==> src/rtl/demux12_4.sv <==
// 1-to-2 demultiplexer with an independent 1-entry output register per channel.
// Optional per-channel transfer counters are compiled in when DEMUX12_4_CNT_EN is defined.
module demux12_4 (
  input  logic       clk,
  input  logic       rst,
  input  logic [3:0] in,
  input  logic       in_valid,
  input  logic       sel,
  output logic       in_ready,
  output logic [3:0] out1,
  output logic       out1_valid,
  input  logic       out1_ready,
  output logic [3:0] out2,
  output logic       out2_valid,
  input  logic       out2_ready,
  output logic [7:0] cnt1,
  output logic [7:0] cnt2
);

  // Handshake: a word moves on a rising clk edge exactly when valid && ready are
  // both high; a producer holds data/valid stable until that edge, and ready for
  // the input side depends only on the channel named by the current sel.

  logic [3:0] data1_q, data1_d;
  logic [3:0] data2_q, data2_d;
  logic       vld1_q, vld1_d;
  logic       vld2_q, vld2_d;

  logic       ready1;
  logic       ready2;
  logic       xfer_in;
  logic       load1;
  logic       load2;
  logic       drain1;
  logic       drain2;

  // A channel can take a word if it is empty or is emptying on this same edge.
  assign ready1   = !vld1_q || out1_ready;
  assign ready2   = !vld2_q || out2_ready;
  assign in_ready = sel ? ready2 : ready1;

  assign xfer_in  = in_valid && in_ready;
  assign load1    = xfer_in && !sel;
  assign load2    = xfer_in && sel;
  assign drain1   = vld1_q && out1_ready;
  assign drain2   = vld2_q && out2_ready;

  always_comb begin
    data1_d = data1_q;
    vld1_d  = vld1_q;
    if (load1) begin
      data1_d = in;
      vld1_d  = 1'b1;
    end else if (drain1) begin
      vld1_d  = 1'b0;
    end
  end

  always_comb begin
    data2_d = data2_q;
    vld2_d  = vld2_q;
    if (load2) begin
      data2_d = in;
      vld2_d  = 1'b1;
    end else if (drain2) begin
      vld2_d  = 1'b0;
    end
  end

  always_ff @(posedge clk or posedge rst) begin
    if (rst) begin
      data1_q <= 4'b0000;
      data2_q <= 4'b0000;
      vld1_q  <= 1'b0;
      vld2_q  <= 1'b0;
    end else begin
      data1_q <= data1_d;
      data2_q <= data2_d;
      vld1_q  <= vld1_d;
      vld2_q  <= vld2_d;
    end
  end

  assign out1       = data1_q;
  assign out1_valid = vld1_q;
  assign out2       = data2_q;
  assign out2_valid = vld2_q;

`ifdef DEMUX12_4_CNT_EN
  logic [7:0] cnt1_q, cnt1_d;
  logic [7:0] cnt2_q, cnt2_d;

  // Counters wrap naturally at 8 bits.
  always_comb begin
    cnt1_d = cnt1_q;
    cnt2_d = cnt2_q;
    if (drain1) cnt1_d = cnt1_q + 8'd1;
    if (drain2) cnt2_d = cnt2_q + 8'd1;
  end

  always_ff @(posedge clk or posedge rst) begin
    if (rst) begin
      cnt1_q <= 8'h00;
      cnt2_q <= 8'h00;
    end else begin
      cnt1_q <= cnt1_d;
      cnt2_q <= cnt2_d;
    end
  end

  assign cnt1 = cnt1_q;
  assign cnt2 = cnt2_q;
`else
  assign cnt1 = 8'h00;
  assign cnt2 = 8'h00;
`endif

endmodule

==> config.mk <==
export PLATFORM = sky130hd
export DESIGN_NAME = demux12_4
export DESIGN_NICKNAME = d
export VERILOG_FILES = /design/src/rtl/demux12_4.sv
export SDC_FILE = /design/constraint.sdc
export NUM_CORES = 1
export LEC_CHECK = 0
export CORE_MARGIN = 4
export CORE_UTILIZATION = 36
export DETAILED_ROUTE_END_ITERATION = 6
export PLACE_DENSITY_LB_ADDON = 0.12
export SYNTH_ARGS = -nofsm -noshare
export SYNTH_HDL_FRONTEND = slang
export SYNTH_SLANG_ARGS = --single-unit
==> constraint.sdc <==
create_clock -name clk -period 2.3 [get_ports clk]
set_input_delay 0.23 -clock clk [delete_from_list [all_inputs] [get_ports clk]]
set_output_delay 0.23 -clock clk [all_outputs]
set_load 0.01 [all_outputs]
==> out/metrics.cfg <==
[outcome]
outcome = complete, no violations

[synth]
synth.top_cells.by_count = 16 x sky130_fd_sc_hd__buf_4, 10 x sky130_fd_sc_hd__dfrtp_1, 8 x sky130_fd_sc_hd__mux2_2
yosys.area.top_type_share_pct = 46.0
post_synth_edffs = 0
synth_top_cells_by_area = sky130_fd_sc_hd__dfrtp_1 46%, sky130_fd_sc_hd__buf_4 22%, sky130_fd_sc_hd__mux2_2 17%
mapped_cells = 46
synthDistinctLibCells = 14
yosys_warnings = 0
synth.ff_latch_count = 10
async_set_or_reset_flop_fraction_in_the_synthesized_netlist_pct = 100
synthMostInstantiatedCell = sky130_fd_sc_hd__buf_4
synth_top_area_cell = sky130_fd_sc_hd__dfrtp_1
synthesis.area_per_instance_sq_um = 11.8
synth_ff_type = sky130_fd_sc_hd__dfrtp_1
yosysSeqAreaShare_pct = 46.0
syn-cell-area_sq_um = 544

[global_routing]
first_global_vias = 324
grt_pass1_wl_mm = 1.46
grt_use_total_pct = 10.1
maximum_number_of_pins_on_one_net_before_global_route_repair = 11
overflow = 0
grt_antenna_before_repair = 0

[power]
power.total_uw = 529
irDropWorstVdd_uv = 350
total_leakage_power_uw = 0.000339
power.density_nw_per_um2 = 719

[drt]
routed_wirelength_microns = 944
post-route-drc-count = 0
routed-via-count = 349
wire_per_inst_microns = 11.2
first_iter_violations = 0
viasPerCell = 4.15
drt-pass1-iter-count = 1
ant_nets = 0

[cells_and_area]
inserted_diodes = 0
design_area_sq_um = 736
layout.core_utilization_pct = 53.8
layout.nets = 80
area_growth_syn_to_layout_pct = 35.2
final.fill_count = 131
drive_above_1_share_pct = 23.2

[critical_path]
critical_path.endpoint_type = output pin
r2r_setup_slack_ns = 1.02
critical_path_peak_fanout = 3
r2r_start = out1_valid$_DFFE_PP0P_
ff2ff_path_depth = 3
worst_setup_path_start_kind = primary input
rr_endpoint = out1[1]$_DFFE_PP0P_
cp_data_required_time_ns = 2.07
worst-setup-path-type = in -> out
critical_path_arrival_ns = 1.61

[floorplan]
die-area_sq_um = 2200
floorplan.initialDensity_pct = 39.8
rows = 13
core_region_area_sq_um = 1370
chipHeight_microns = 46.9
die_width_microns = 46.9
design.portCount = 37

[timing]
maxClockFrequency_ghz = 0.545
timing.final.hold_violations = 0
final.period_utilization_pct = 79.8
finalWorstSetupSlack_ns = 0.464
final.min_clock_period_ns = 1.84
rsz0062_at_grt = no
final.setup_skew_ns = 0.00282
setup_violations = 0
timing.setup.tns_ns = 0
timing_max_transition_violations_final = 0

[cts]
cts.reportedPaths.clkPinSlew_ns = 0.07
cts_buffer_depth = 2
clock_tree.root_cell = sky130_fd_sc_hd__clkbuf_4
numCtsBuffers = 3
worst_skew_pair.late_latency_ns = 0.26
htree_levels = 1
post_cts.resized_instances = 0
cts.sink_count = 10
tritoncts = yes
ctsHoldBuffers = 0
post_cts.repair.setup_buffers = 0

[worst_hold_path]
min_path_type = in -> async

[job]
max_cap_violations = 0

[place]
placedInstanceArea_sq_um = 699
io_buffers = 20
placement.setup.worst_slack_ns = 0.470
place_hpwl_microns = 725
gp_weighted_congestion = 0.683

## sequential cells by signal, summed over array words and instances (netlist names)
name and cells:
out1 4, out2 4, out1_valid 1, out2_valid 1
## report_power, final
part | total (uW) | switching, uW | internal, uW
Sequential | 218 | 13.6 | 204
Combinational | 152 | 61.7 | 90.5
Clock | 159 | 62.6 | 96.1
Total | 529 | 138 | 391
## area by class of cell
type                            count  area [sq um]  share of cell area, %
Timing Repair Buffer               20           200                   27.2
Clock buffer                        4          36.3                   4.93
Sequential cell                    10           250                   34.0
Tap cell                           15          18.8                   2.55
Multi-Input combinational cell     33           223                   30.3
Inverter                            2          7.51                   1.02
## metrics by stage
step / std cells / hold WS [ns]
after global placement: 80 / 0.494
final: 84 / 0.237
after CTS: 84 / 0.251
after floorplan: 61 / 0.0702
after global routing: 84 / 0.263
after detailed placement: 80 / 0.499
## metal layers
| metal | vias up | wire length [microns] | global-route usage [%] |
|---|---|---|---|
| met4 | 0 | 10 | 8.29 |
| met3 | 2 | 149 | 4.60 |
| met2 | 24 | 432 | 14.4 |
| li1 | 164 | - | - |
| met1 | 159 | 351 | 11.4 |
| met5 | - | 0 | 0 |
## worst max-delay path, cell delays in order
cell,delay [ns]
sky130_fd_sc_hd__clkdlybuf4s50_1,0.45
sky130_fd_sc_hd__and2b_1,0.22
sky130_fd_sc_hd__a21oi_1,0.15
sky130_fd_sc_hd__clkdlybuf4s50_1,0.54
## layout by cell type, fill, tap and decap left out, drive strengths merged, types with 2 or more instances in the layout
| master | n |
|---|---|
| clkbuf | 4 |
| mux2 | 8 |
| dfrtp | 10 |
| inv | 2 |
| clkdlybuf4s50 | 20 |
| conb | 16 |
| nor2 | 2 |
## how the worst max path moves through the flow
stage	start	endpoint	slack [ns]	cells after the start
2_1_floorplan	out1_valid$_DFFE_PP0P_	out1[0]$_DFFE_PP0P_	1.08	3
3_3_place_gp	out2_ready	in_ready	0.49	4
3_5_place_dp	out2_ready	in_ready	0.47	4
4_1_cts	out2_ready	in_ready	0.46	4
5_1_grt	sel	in_ready	0.39	4
6_report	out2_ready	in_ready	0.46	4
## kinds of logic after synthesis
group | share of synthesized area [%]
buffers and inverters | 23.4
other | 0.689
muxes | 16.6
DFF | 46.0
AOI/OAI and AO/OA | 3.45
and+or+nand+nor | 9.89
Power figures use the tool's default switching activity.
